### config.mk
export PLATFORM = sky130hd
export DESIGN_NAME = gate_vector_sweeper
export DESIGN_NICKNAME = d
export VERILOG_FILES = /design/src/rtl/gate_test_pkg.sv /design/src/rtl/gate_vector_sweeper_settle_ctr.sv /design/src/rtl/gate_vector_sweeper.sv
export SDC_FILE = /design/constraint.sdc
export NUM_CORES = 1
export LEC_CHECK = 0
export ABC_AREA = 1
export CELL_PAD_IN_SITES_DETAIL_PLACEMENT = 1
export CELL_PAD_IN_SITES_GLOBAL_PLACEMENT = 2
export CORE_UTILIZATION = 21
export CTS_CLUSTER_DIAMETER = 30
export DETAILED_ROUTE_END_ITERATION = 10
export HOLD_SLACK_MARGIN = 0.06
export PLACE_DENSITY = 0.75
export SLEW_MARGIN = 25
export SYNTH_ARGS = -nofsm -noshare
export SYNTH_HDL_FRONTEND = slang
export SYNTH_HIERARCHICAL = 1
export SYNTH_SLANG_ARGS = --single-unit
### constraint.sdc
create_clock -name clk -period 1.05 [get_ports clk]
set_input_delay 0.1575 -clock clk [delete_from_list [all_inputs] [get_ports clk]]
set_output_delay 0.1575 -clock clk [all_outputs]
set_load 0.005 [all_outputs]
### src/rtl/gate_test_pkg.sv
// Shared types and helpers for the gate vector sweeper: FSM states,
// expected NAND value and settle counter width rule.
package gate_test_pkg;

    localparam int unsigned MAX_N_IN = 6;

    typedef enum logic [1:0] {
        IDLE,
        DRIVE,
        DONE
    } sweep_state_e;

    function automatic int unsigned settle_cw(input int unsigned settle);
        return $clog2(settle + 1);
    endfunction

    // Only the low n bits of v are real gate inputs.
    function automatic logic nand_expect(input logic [MAX_N_IN-1:0] v,
                                         input int unsigned n);
        logic all_ones;
        all_ones = 1'b1;
        for (int unsigned i = 0; i < MAX_N_IN; i++) begin
            if (i < n) all_ones = all_ones & v[i];
        end
        return ~all_ones;
    endfunction

endpackage

### src/rtl/gate_vector_sweeper_settle_ctr.sv
// Settle counter: counts while enabled, wraps to zero on terminal count
// (SETTLE-1) and exposes the terminal count combinationally.
module sweep_settle_ctr
    import gate_test_pkg::*;
#(
    parameter int unsigned SETTLE = 1,
    parameter int unsigned CW     = settle_cw(SETTLE)
) (
    input  logic clk,
    input  logic rst,
    input  logic clear,
    input  logic en,
    output logic tc
);

    logic [CW-1:0] cnt;

    assign tc = (cnt == CW'(SETTLE - 1));

    always_ff @(posedge clk) begin
        if (rst || clear) begin
            cnt <= '0;
        end else if (en) begin
            if (tc) cnt <= '0;
            else    cnt <= cnt + 1'b1;
        end
    end

endmodule

### src/rtl/gate_vector_sweeper.sv
// Drives every input vector onto a gate under test and captures its truth
// table. GATE_SWEEP_CHECK_EN builds in the comparison against NAND.
module gate_vector_sweeper
    import gate_test_pkg::*;
#(
    parameter int unsigned N_IN   = 2,
    parameter int unsigned SETTLE = 1
) (
    input  logic                  clk,
    input  logic                  rst,
    input  logic                  start,
    input  logic                  y,
    output logic [N_IN-1:0]       vec,
    output logic                  busy,
    output logic                  done,
    output logic [(1<<N_IN)-1:0]  truth_tbl,
    output logic [N_IN:0]         err_count,
    output logic [N_IN-1:0]       first_fail,
    output logic                  pass
);

    localparam int unsigned N_VEC = 1 << N_IN;

    sweep_state_e state_q, state_d;
    logic         tc;
    logic         last;

    assign last = &vec;

    sweep_settle_ctr #(
        .SETTLE (SETTLE)
    ) u_settle (
        .clk   (clk),
        .rst   (rst),
        .clear (state_q == IDLE),
        .en    (state_q == DRIVE),
        .tc    (tc)
    );

    always_ff @(posedge clk) begin
        if (rst) state_q <= IDLE;
        else     state_q <= state_d;
    end

    always_comb begin
        state_d = state_q;
        unique case (state_q)
            IDLE:    if (start) state_d = DRIVE;
            DRIVE:   if (tc && last) state_d = DONE;
            DONE:    state_d = IDLE;
            default: state_d = IDLE;
        endcase
    end

    always_ff @(posedge clk) begin
        if (rst) begin
            vec       <= '0;
            busy      <= 1'b0;
            done      <= 1'b0;
            truth_tbl <= '0;
        end else begin
            unique case (state_q)
                IDLE: begin
                    if (start) begin
                        truth_tbl <= '0;
                        vec       <= '0;
                        busy      <= 1'b1;
                    end
                end
                DRIVE: begin
                    if (tc) begin
                        truth_tbl[vec] <= y;
                        if (last) begin
                            busy <= 1'b0;
                            done <= 1'b1;
                        end else begin
                            vec <= vec + 1'b1;
                        end
                    end
                end
                DONE: begin
                    done <= 1'b0;
                    vec  <= '0;
                end
                default: ;
            endcase
        end
    end

`ifdef GATE_SWEEP_CHECK_EN
    logic [MAX_N_IN-1:0] vec_ext;
    logic                mismatch;
    logic                err_inc;
    logic [N_IN:0]       err_next;

    always_comb begin
        vec_ext           = '0;
        vec_ext[N_IN-1:0] = vec;
        mismatch          = (y != nand_expect(vec_ext, N_IN));
        err_inc           = mismatch && (err_count != (N_IN+1)'(N_VEC));
        err_next          = err_count + {{N_IN{1'b0}}, err_inc};
    end

    // pass is latched from err_next so the final vector's comparison counts.
    always_ff @(posedge clk) begin
        if (rst) begin
            err_count  <= '0;
            first_fail <= '0;
            pass       <= 1'b0;
        end else if (state_q == IDLE && start) begin
            err_count  <= '0;
            first_fail <= '0;
            pass       <= 1'b0;
        end else if (state_q == DRIVE && tc) begin
            err_count <= err_next;
            if (mismatch && err_count == '0) first_fail <= vec;
            if (last) pass <= (err_next == '0);
        end
    end
`else
    assign err_count  = '0;
    assign first_fail = '0;
    assign pass       = 1'b0;
`endif

endmodule
# Word-level counts from Yosys, hierarchy flattened
# Cells that the tools add are included.
[classes] add_sub_neg=2 eq_ne=7 n_mux=21 n_reduce_logical=13 magnitude_cmp=2 n_bitwise=1
[ops] op="$mux 2" count=5
[ops] op="$ne 2x2->1 const B" count=5
[ops] op="$mux 4" count=2
[ops] op="$pmux 4 s2" count=1
[ops] op="$reduce_and 4->1" count=2
[ops] op="$mux 1" count=7
[ops] op="$pmux 2 s3" count=1
[ops] op="$reduce_and 3->1" count=2
[ops] op="$bwmux 4" count=1
[ops] op="$pmux 1 s2" count=2
[ops] op="$pmux 2 s2" count=1
[ops] op="$reduce_and 2->1" count=2
[ops] op="$reduce_bool 2->1" count=2
[ops] op="$lt 2x3->1 const B" count=1
[ops] op="$reduce_bool 3->1" count=1
[ops] op="$add 2x1->2 const B" count=1
[ops] op="$demux 1 s2" count=1
[ops] op="$eq 2x1->1 const B" count=1
[ops] op="$eq 2x2->1 const B" count=1
[ops] op="$ge 2x1->1 const B" count=1
[ops] op="$logic_and 1x1->1" count=2
[ops] op="$logic_not 2->1" count=1
[ops] op="$add 1x1->1 const B" count=1
[ops] op="$logic_or 1x1->1" count=1
[ops] op="$not 1->1" count=1
[totals] regBits=11 out_inout_bits=14 word_cells=52 inputBits=4

# Logic depth before layout (Yosys ltp)
# Gate-level depths: netlist of the first run.
[depth] word_depth=7 ltp_mapped=8 mapped_depth_nobuf=7

# Hierarchy
# The synthesis of the first run kept the hierarchy.
[by_module_without_submodules] module="gate_vector_sweeper" instances=1 area_each_um2=633.1 cells_per_inst=94 seq_area_each_um2=200.2
[by_module_without_submodules] module="sweep_settle_ctr" instances=1 area_each_um2=11.3 cells_per_inst=2 seq_area_each_um2=0.0

# Worst setup path after synthesis of the first run
# No wires, ideal clock.
[synth_path] path_type="register -> register" start="reg vec[0]" end="reg vec[1]" setup_slack_ps=-23 required_time_ps=935 stages_incl_launch_ff=7 setup_ps=115 n_path_buf=0 synth_period_minus_slack_ps=1073 arrival_ps=958 path_cell_list="dfxtp_1 inv_1 ha_1 nand2_1 nand3_1 nand2_1 nor2_1"
[synth_between] elab_chain_cells=4 elab_cells_between_ends=7 cone_classes="add/sub (1); eq/ne (1); mux (3); reduce/logical (2)"
[synth_lines] item="start, declared" line_no="gate_vector_sweeper.sv:13" text="output logic [N_IN-1:0] vec,"
[synth_lines] item="start signal, assigned" line_no="gate_vector_sweeper.sv:77" text="vec <= vec + 1'b1;"
[synth_lines] item="$add 2x1->2" line_no="gate_vector_sweeper.sv:77"
[synth_lines] item="$mux 2" line_no="gate_vector_sweeper.sv:73" text="if (last) begin"
[synth_lines] item="$mux 2" line_no="gate_vector_sweeper.sv:71" text="if (tc) begin"
[synth_lines] item="$pmux 2 s3" line_no="gate_vector_sweeper.sv:62" text="unique case (state_q)"
# Several ways; a longest one is shown, not always the timed one. The select of a mux whose other input is x is not followed.
# A chain may end at the register's enable or synchronous reset.

# Final worst setup path of the first run
# Ends and elaborated chain as after synthesis.

==> impl_results.rst, run 1 <==
.. list-table::
   :header-rows: 1

   * - Metric
     - Value
   * - Result of the run
     - complete, but fails checks
   * - Violated checks
     - DRC, setup timing
   * - Global-route wire length before repair
     - 3042 µm
   * - Global route total overflow
     - 0
   * - Highest Clock Rate
     - a little under 0.9 GHz
   * - Largest fanout on the critical path
     - 3
   * - Die Y
     - 57.40 µm
   * - Cell at the slowest stage of the critical path
     - sky130_fd_sc_hd__dfxtp_2
   * - Slowest cell delay on critical path
     - between 300 and 400 ps
   * - Number of clock buffers inserted by TritonCTS
     - 3
   * - Crit path to
     - vec[1]
   * - Fraction of synthesized cell area taken by the top area cell type
     - a little under a third
   * - Fin. max-slew vios
     - 0
   * - Most common cell in the netlist
     - sky130_fd_sc_hd__nand2_1
   * - Cell types occupying the most area after synthesis
     - sky130_fd_sc_hd__dfxtp_1 (31%), sky130_fd_sc_hd__nand2_1 (13%), sky130_fd_sc_hd__nand3_1 (9.3%), sky130_fd_sc_hd__inv_1 (9.3%), sky130_fd_sc_hd__buf_4 (8.2%)
   * - CTS tree
     - built
   * - Number of buffers added on ports
     - 11
   * - Most common cell on crit path
     - sky130_fd_sc_hd__nand2_1
   * - Number of routed nets with antenna violations
     - 0
   * - Yosys synthesis warning count
     - 6
   * - Kind of launch point of the worst setup path
     - flip-flop
   * - Post-synthesis cell type count
     - 15
   * - Total non-filler cell area in the finished layout
     - ~0.0010 mm²
   * - Maximum capacitance violations
     - 0
   * - Number of setup violations in the final report
     - 6
   * - Clock slew at the register clock pins of the worst setup and hold paths
     - 80 ps
   * - Antenna diode instance count
     - 0
   * - Reg2Reg Depth
     - 7
   * - Most instantiated cells after synthesis
     - sky130_fd_sc_hd__nand2_1 (23), sky130_fd_sc_hd__inv_1 (16), sky130_fd_sc_hd__nand3_1 (12)
   * - Fin Clk Skew
     - 7.107 ps
   * - Die width
     - ~57 µm
   * - Pre-CTS setup slack
     - -189.1 ps
   * - Async set-reset flop share out of synthesis
     - 0%
   * - Largest net degree at the start of global routing
     - 12
   * - Largest area contributor in the synthesized netlist
     - sky130_fd_sc_hd__dfxtp_1
   * - I/O Pins
     - 18
   * - Mean instance size in the synthesized netlist
     - between 6 and 7 µm²
   * - Largest voltage drop on the vdd net
     - 0.2675 mV
   * - DRC
     - 3
   * - Data arrival, critical path
     - approximately 1300 ps
   * - Cell area after placement
     - ~830 µm²
   * - Unrepaired setup endpoints after global routing
     - true
   * - Share of post-route cells with drive strength above 1
     - between 40 and 50%
   * - Leak
     - a little over 0.0005 µW
   * - Synthesized instance count
     - 96
   * - Average wire length per cell after detail routing
     - about 11 µm
   * - Clock net sink count
     - 10
   * - Source of the worst register-to-register timing path
     - vec[0]
   * - Via-to-Cell Ratio
     - between 4 and 5
   * - Core region area
     - 0.002829 mm²
   * - Kind of critical path
     - flip-flop to flip-flop
   * - Startpoint of the worst setup timing path
     - vec[0]
   * - Detailed Route Iter0 Violations
     - 11
   * - Portion of the post-synthesis area used by sequential elements
     - approximately 31%
   * - Estimated wirelength of the detail-placed design
     - 1299 µm
   * - Register-to-register path setup slack
     - -80 ps
   * - PnR worst setup slack
     - -76.41 ps
   * - Synth-to-layout area growth
     - 59.22%
   * - Antenna violations before repair
     - 0
   * - Std-Cell Rows
     - 19
   * - Routed via count
     - approximately 650
   * - Clock latency at the later pin of the worst-skew pair
     - 270 ps
   * - Via count of the first global-routing pass
     - 688
   * - Die ar.
     - roughly 0.0033 mm²
   * - Final period utilization
     - 107.3%
   * - Final critical path time including I/O delays and setup
     - 1126 ps
   * - Destination of the worst register-to-register timing path
     - vec[1]
   * - Weighted congestion reported at the end of routability-driven placement
     - between 0.7 and 0.8
   * - Most instantiated flip-flop cell in the synthesis netlist
     - sky130_fd_sc_hd__dfxtp_1
   * - Total of flip-flops plus latches after synthesis
     - 10
   * - Setup crit end kind
     - flip-flop
   * - NumNets Final
     - approximately 130
   * - Power Dens Cells
     - 1118 mW/mm²
   * - Worst-path cell chain
     - buf_6 -> inv_2 -> ha_4 -> nand2_1 -> nand3_2 -> nand2_1 -> nor2_1
   * - Area of the mapped netlist
     - ~640 µm²
   * - Bufs on Longest Clock Path
     - 2
   * - Quantity of hold-fixing buffers added after cts
     - 0
   * - Worst Hold Class
     - flip-flop to flip-flop
   * - Number of flops mapped to enable cells by yosys
     - 0
   * - Starting density of the core
     - about 23%
   * - Final count of hold timing violations
     - 0
   * - Worst endpoint required time
     - around 1200 ps
   * - Clock root cell
     - sky130_fd_sc_hd__clkbuf_4
   * - Detailed Route WL
     - 1764 µm
   * - First-pass iteration count of the detailed router
     - 7
   * - Global routing usage summed across all routing layers
     - roughly an eighth
   * - H-tree depth
     - 1
[flip-flops by register name (all words and copies together), names as in the netlist]
signal     flops
truth_tbl      4
vec            2
state_q        2
done           1
busy           1
[critical path, delay by kind of cell (launching register included)]
kind / cells / cell delay [ps]
AND/OR/NAND/NOR: 4 / 250
adder cells (fa/ha/maj): 1 / 220
buffers and inverters: 2 / 230
flip-flops: 1 / 330
[placed cells by master, fill, tap and decap left out, drive strengths merged]
master         netlist  final
o21ai                1      1
inv                 16     15
nand2               24     24
dfxtp               10     10
conb                 2      7
clkinvlp             0      1
ha                   4      4
buf                  9     17
clkdlybuf4s50        0      3
a21oi                6      6
clkbuf               0      4
dlygate4sd2          0      7
nand3               12     12
nor2                12     12
[cells by family (layout without fill, tap and decap cells)]
logic type | after synthesis | count (layout) | synth area share, %
AOI/OAI and AO/OA | 7 | 7 | 6.018
adders and majority gates | 4 | 4 | 7.767
buffers and inverters | 25 | 47 | 20.97
DFF | 10 | 10 | 31.07
other | 2 | 7 | 1.165
and+or+nand+nor | 48 | 48 | 33.01
[what timing repair did]
item / CTS / global route
setup buffers: 3 / 1
pin swaps: 7 / 6
gates resized for setup: 34 / 13
endpoints found under the setup margin: 18 / 10
[where the power goes]
group          total [µW]  switching (µW)  internal (µW)
logic                 355             182            173
registers             425            18.7            406
clock network         367             156            211
[worst min-delay path by stage]
stage | start | end | cells past startpoint
after global placement | done | done | 2
after detailed placement | done | done | 2
final | done | done | 2
after CTS | done | done | 2
after floorplan | rst | done | 1
after global routing | done | done | 2
[layer usage]
metal  track usage, %  up-vias  part of all wire (%)
met5                0        -                     0
met4            7.317        0                   1.3
met3            1.587        2                   2.6
met2            22.76       11                    54
met1            13.24      307                    43
li1                 -      328                     -
[final cells by class]
type	instances	area, µm²
fill	345	1803
multi-input combinational	66	434.2
timing repair buffer	27	234.0
sequential	10	216.5
inverter	16	66.31
tap	31	38.79
clock buffer	4	36.28
[through the flow]
stage / setup TNS, ps / total power [µW] / utilization, % / std cells / hold slack (ps)
final: -299.3 / 1147 / 36.27 / 154 / 461.2
after global routing: -889.3 / 1225 / 36.27 / 154 / 482.0
after CTS: -363.4 / 1150 / 34.14 / 153 / 488.5
after detailed placement: -938.1 / 724.1 / 29.41 / 146 / 486.6
after global placement: -645.8 / 708.0 / 29.41 / 146 / 466.1
after floorplan: 0 / 614.0 / - / 101 / 226.6
Power figures use the tool's default switching activity.
==> inputs of run 2 (changes only) <==
--- a/config.mk
+++ b/config.mk
@@ -9,6 +9,7 @@
 export CELL_PAD_IN_SITES_DETAIL_PLACEMENT = 1
 export CELL_PAD_IN_SITES_GLOBAL_PLACEMENT = 2
 export CORE_UTILIZATION = 21
+export CTS_BUF_LIST = sky130_fd_sc_hd__clkbuf_16
 export CTS_CLUSTER_DIAMETER = 30
 export DETAILED_ROUTE_END_ITERATION = 10
 export HOLD_SLACK_MARGIN = 0.06
==> run 2 against run 1 <==
  * The flow finishes with violations (DRC)
  * Register-to-register slack gained 80 ps
  * Via count down 2.3%
  * Final area rose by 2.4%
  * Sequential share of layout area shrank 0.62 points
  * Routed wire length grew 9.2%
  * Critical endpoint unchanged
==> impl_results.rst, run 2 (same netlist as run 1, synthesis figures left out) <==
.. list-table::
   :header-rows: 1

   * - Metric
     - Value
   * - Result of the run
     - complete, but fails checks
   * - Violated checks
     - DRC
   * - Detailed Route WL
     - about 1900 µm
   * - Global route total overflow
     - 0
   * - I/O Pins
     - 18
   * - Die ar.
     - 0.003294 mm²
   * - Setup crit end kind
     - flip-flop
   * - Number of buffers added on ports
     - 11
   * - Clock root cell
     - sky130_fd_sc_hd__clkbuf_16
   * - Antenna diode instance count
     - 0
   * - CTS tree
     - built
   * - Final count of hold timing violations
     - 0
   * - Reg2Reg Depth
     - 7
   * - Fin Clk Skew
     - 4.206 ps
   * - Highest Clock Rate
     - around 0.96 GHz
   * - Bufs on Longest Clock Path
     - 2
   * - Largest fanout on the critical path
     - 4
   * - Final critical path time including I/O delays and setup
     - around 1000 ps
   * - Clock slew at the register clock pins of the worst setup and hold paths
     - 50 ps
   * - Antenna violations before repair
     - 0
   * - Starting density of the core
     - 22.78%
   * - Std-Cell Rows
     - 19
   * - Routed via count
     - between 600 and 700
   * - Hold path cells
     - 2
   * - Leak
     - between 0.0005 and 0.0006 µW
   * - Final period utilization
     - a little under 100%
   * - Register bank with the most flops
     - truth_tbl
   * - Maximum capacitance violations
     - 0
   * - Global-route wire length before repair
     - between 2000 and 3000 µm
   * - Largest net degree at the start of global routing
     - 12
   * - DRC
     - 3
   * - Number of routed nets with antenna violations
     - 0
   * - Unrepaired setup endpoints after global routing
     - true
   * - Clock net sink count
     - 10
   * - NumNets Final
     - 130
   * - Core region area
     - between 0.002 and 0.003 mm²
   * - Cell count after placement
     - between 100 and 150
   * - Largest voltage drop on the vdd net
     - around 0.8 mV
   * - Via-to-Cell Ratio
     - 4.164
   * - Average wire length per cell after detail routing
     - 12.67 µm
   * - Synth-to-layout area growth
     - 63.11%
   * - Global routing usage summed across all routing layers
     - 11.33%
   * - Detailed Route Iter0 Violations
     - 10
   * - Number of setup violations in the final report
     - 0
   * - First-pass iteration count of the detailed router
     - 7
   * - Number of clock buffers inserted by TritonCTS
     - 3
   * - Kind of critical path
     - flip-flop to flip-flop
   * - Power Dens Cells
     - between 1000 and 1500 mW/mm²
   * - Worst endpoint required time
     - about 1200 ps
   * - Area taken by flip-flops and latches
     - around 220 µm²
   * - Worst Hold Class
     - flip-flop to flip-flop
   * - Weighted congestion reported at the end of routability-driven placement
     - ~0.7
   * - H-tree depth
     - 1
   * - Fin. max-slew vios
     - 0
   * - Die Y
     - 57.40 µm
   * - Data arrival, critical path
     - about 1200 ps
   * - Share of post-route cells with drive strength above 1
     - a little over a third
   * - Largest registers
     - truth_tbl (4), state_q (2), vec (2)
   * - Multi-input gate area
     - approximately 450 µm²
   * - Post-layout util
     - about 37%
   * - Post-route non-filler standard cell count
     - around 150
   * - Most common cell after layout, fill and taps aside
     - sky130_fd_sc_hd__nand2_1
   * - Die width
     - ~57 µm
   * - Number of filler cells placed in the layout
     - around 350
   * - Number of flip-flops in the largest register
     - 4
   * - Via count of the first global-routing pass
     - around 670
   * - Most used cells in the layout excluding fill and tap cells
     - sky130_fd_sc_hd__nand2_1 (20), sky130_fd_sc_hd__inv_1 (12), sky130_fd_sc_hd__buf_4 (12), sky130_fd_sc_hd__nor2_1 (10), sky130_fd_sc_hd__dlygate4sd2_1 (8)
   * - Clock latency at the later pin of the worst-skew pair
     - 240 ps
   * - Estimated wirelength of the detail-placed design
     - 1299 µm
   * - Quantity of hold-fixing buffers added after cts
     - 0
   * - Kind of launch point of the worst setup path
     - flip-flop
[run 2: final timing paths]
check	start	to	slack, ps
setup / recovery	vec[0]	vec[1]	7
hold / removal	done	done	480
setup reg to reg	vec[0]	vec[1]	7
hold reg to reg	done	done	480
[run 2: worst max-delay path, cell delays in order (launching register included)]
cell and delay, ps:
sky130_fd_sc_hd__dfxtp_4 360, sky130_fd_sc_hd__ha_4 170, sky130_fd_sc_hd__inv_4 60, sky130_fd_sc_hd__nand3_4 80
sky130_fd_sc_hd__nand2_4 90, sky130_fd_sc_hd__nand3_2 70, sky130_fd_sc_hd__nand2_1 60, sky130_fd_sc_hd__nor2_1 40
[run 2: cell type report]
cell class / instances / share of cell area (%)
clock inverter: 1 / 0.3571
multi-input combinational: 67 / 42.74
sequential: 10 / 20.48
timing repair buffer: 24 / 19.17
clock buffer: 3 / 7.143
tap: 31 / 3.690
inverter: 16 / 6.429
[run 2: what timing repair did]
action | 4_1_cts | 5_1_grt
resized for setup | 27 | 15
endpoints found under the setup margin | 17 | 10
buffers inserted | 0 | 1
gates cloned | 0 | 1
pin swaps | 3 | 10
endpoints found under the hold margin | 0 | 0
[run 2: layer usage]
metal  share of wire (%)  GRT usage [%]  up-vias
met2                  55          20.43       11
met1                  41          13.10      294
met4                 1.2          4.181        0
met3                 2.4          2.268        2
li1                    -              -      326
met5                   0              0        -
[run 2: per-stage QoR]
step                      total power [µW]  setup slack (ps)  hold slack [ps]  cell area (µm²)  setup TNS (ps)
after floorplan                      614.0             28.48            226.6            668.1               0
after global placement               708.0            -127.3            466.1            832.0          -645.8
after detailed placement             724.1            -189.1            486.6            832.0          -938.1
after CTS                             1450            -6.965            486.4            982.2          -11.41
after global routing                  1552            -49.97            526.3             1051          -263.8
final                                 1474             6.624            482.6             1051               0
[run 2: power breakdown]
part,internal [µW],leakage (µW),switching [µW]
combinational,165,0.000398,180
clock,501,0.0000385,193
sequential,405,0.0000847,29.5
==> inputs of run 3 (changes only) <==
--- a/config.mk
+++ b/config.mk
@@ -19,3 +19,4 @@
 export SYNTH_HDL_FRONTEND = slang
 export SYNTH_HIERARCHICAL = 1
 export SYNTH_SLANG_ARGS = --single-unit
+export TNS_END_PERCENT = 5
==> run 3 against run 2 <==
  * The run ends with DRC, setup timing left
  * Non-clock buffer count unchanged
  * Via count grew 0.63%
  * Clock skew up 1.4 ps
  * Final area fell by 1.7%
  * Critical path depth unchanged
  * Register-to-register slack got worse by 40 ps
  * Global-route usage grew 0.094 points
  * First-iteration DRC count shrank 40%
==> impl_results.rst, run 3 (same netlist as run 1, synthesis figures left out) <==
.. list-table::
   :header-rows: 1

   * - Metric
     - Value
   * - Result of the run
     - complete, but fails checks
   * - Violated checks
     - DRC, setup timing
   * - Source of the worst register-to-register timing path
     - vec[0]
   * - Post-layout util
     - a little over a third
   * - DRC
     - 3
   * - Cell at the slowest stage of the critical path
     - sky130_fd_sc_hd__dfxtp_4
   * - Number of routed nets with antenna violations
     - 0
   * - Global routing usage summed across all routing layers
     - a little under an eighth
   * - Quantity of hold-fixing buffers added after cts
     - 0
   * - Die ar.
     - between 0.003 and 0.004 mm²
   * - Antenna violations before repair
     - 0
   * - Power Dens Cells
     - about 1400 mW/mm²
   * - Most used cells in the layout excluding fill and tap cells
     - sky130_fd_sc_hd__nand2_1 (21), sky130_fd_sc_hd__inv_1 (12), sky130_fd_sc_hd__buf_4 (11), sky130_fd_sc_hd__nor2_1 (10), sky130_fd_sc_hd__nand3_1 (9)
   * - Worst path bufs/invs
     - 0
   * - Highest Clock Rate
     - ~0.92 GHz
   * - Worst path top cell family by delay
     - simple AND/OR/NAND/NOR gates
   * - Clock root cell
     - sky130_fd_sc_hd__clkbuf_16
   * - Routed via count
     - 637
   * - Total power consumption of the routed design
     - between 1000 and 1500 µW
   * - Kind of critical path
     - flip-flop to flip-flop
   * - Clock slew at the register clock pins of the worst setup and hold paths
     - approximately 50 ps
   * - Detailed Route Iter0 Violations
     - 6
   * - Maximum capacitance violations
     - 0
   * - Register-to-register path setup slack
     - -30 ps
   * - Data arrival, critical path
     - around 1200 ps
   * - CTS tree
     - built
   * - Slowest cell delay on critical path
     - between 300 and 400 ps
   * - Global-route wire length before repair
     - around 2900 µm
   * - Worst endpoint required time
     - about 1200 ps
   * - Worst Hold Class
     - flip-flop to flip-flop
   * - Bufs on Longest Clock Path
     - 2
   * - Std-Cell Rows
     - 19
   * - Startpoint of the worst setup timing path
     - vec[0]
   * - Register bank with the most flops
     - truth_tbl
   * - Clock net sink count
     - 10
   * - Die Y
     - 57.40 µm
   * - Number of setup violations in the final report
     - 3
   * - Number of clock buffers inserted by TritonCTS
     - 3
   * - Crit path to
     - truth_tbl[3]
   * - Share of post-route cells with drive strength above 1
     - between 30 and 40%
   * - Hold Worst Slack
     - around 480 ps
   * - Instance count on the critical path
     - 7
   * - Final period utilization
     - 103.1%
   * - Synth-to-layout area growth
     - 60.39%
   * - Number of buffers added on ports
     - 11
   * - PnR worst setup slack
     - -32.06 ps
   * - Clock latency at the later pin of the worst-skew pair
     - 240 ps
   * - I/O Pins
     - 18
   * - Starting density of the core
     - between 20% and 30%
   * - Antenna diode instance count
     - 0
   * - Via count of the first global-routing pass
     - just under 700
   * - Largest fanout on the critical path
     - 4
   * - Weighted congestion reported at the end of routability-driven placement
     - roughly 0.72
   * - Fin Clk Skew
     - around 5.6 ps
   * - Reg2Reg Depth
     - 7
   * - Largest net degree at the start of global routing
     - 12
   * - Leak
     - between 0.0005 and 0.0006 µW
   * - Largest voltage drop on the vdd net
     - 0.7605 mV
   * - Worst-path cell chain
     - ha_4 -> nand2_1 -> nand3_1 -> nand3_1 -> nand2_1 -> nand2_1 -> nor2_1
   * - Final critical path time including I/O delays and setup
     - about 1100 ps
   * - Setup crit end kind
     - flip-flop
   * - Fin. max-slew vios
     - 0
   * - Global route total overflow
     - 0
   * - NumNets Final
     - 129
   * - Final count of hold timing violations
     - 0
   * - Core region area
     - 0.002829 mm²
   * - Average wire length per cell after detail routing
     - roughly 12 µm
   * - Kind of launch point of the worst setup path
     - flip-flop
   * - Destination of the worst register-to-register timing path
     - truth_tbl[3]
   * - Detailed Route WL
     - between 1500 and 2000 µm
   * - Unrepaired setup endpoints after global routing
     - true
   * - First-pass iteration count of the detailed router
     - 7
   * - H-tree depth
     - 1
   * - Pre-CTS setup slack
     - -189.1 ps
   * - Largest registers
     - truth_tbl (4), state_q (2), vec (2)
   * - Die width
     - between 50 and 60 µm
   * - Estimated wirelength of the detail-placed design
     - around 1300 µm
   * - Via-to-Cell Ratio
     - about 4.2
   * - Most common cell on crit path
     - sky130_fd_sc_hd__nand2_1
   * - Number of flip-flops in the largest register
     - 4
   * - Most common cell after layout, fill and taps aside
     - sky130_fd_sc_hd__nand2_1
[run 3: layout make-up]
cell class / count / area (µm²)
Clock inverter: 1 / 3.754
Sequential cell: 10 / 212.7
Tap cell: 31 / 38.79
Fill cell: 337 / 1795
Clock buffer: 3 / 75.07
Timing Repair Buffer: 24 / 205.2
Multi-Input combinational cell: 66 / 430.4
Inverter: 16 / 67.56
[run 3: metal layers]
metal / vias to the layer above / routed length [µm] / GRT usage (%)
li1: 326 / - / -
met3: 2 / 48 / 2.268
met1: 298 / 743 / 13.24
met4: 0 / 23 / 4.181
met5: - / 0 / 0
met2: 11 / 976 / 20.60
[run 3: how the worst min path moves through the flow]
stage,cells past startpoint,start,slack [ps],end
floorplan,1,rst,230,done
finish,2,done,480,done
detailed placement,2,done,490,done
global route,2,done,530,done
global placement,2,done,470,done
CTS,2,done,490,done
[run 3: metrics by stage]
stage	std cells	area, µm²	TNS (ps)
global route	151	1033	-505.9
floorplan	101	668.1	0
global placement	146	832.0	-645.8
CTS	150	920.9	-162.0
detailed placement	146	832.0	-938.1
finish	151	1033	-50.92
[run 3: where the power goes]
| group | total (µW) | switching (µW) | leakage, µW | internal, µW |
|---|---|---|---|---|
| Sequential | 436 | 29.9 | 0.0000843 | 406 |
| Combinational | 334 | 173 | 0.000391 | 161 |
| Clock | 693 | 192 | 0.0000385 | 501 |
[run 3: timing repair]
action | 4_1_cts | 5_1_grt
gates resized for setup | 14 | 26
pin swaps | 0 | 9
setup buffers | 0 | 1
setup endpoints to repair | 17 | 10
endpoints found under the hold margin | 0 | 0
[run 3: worst register-to-register path, delay by kind of cell, from the launching register on]
family	cells	cell delay, ps
fa+ha+maj	1	180
flops	1	360
simple gates	6	450
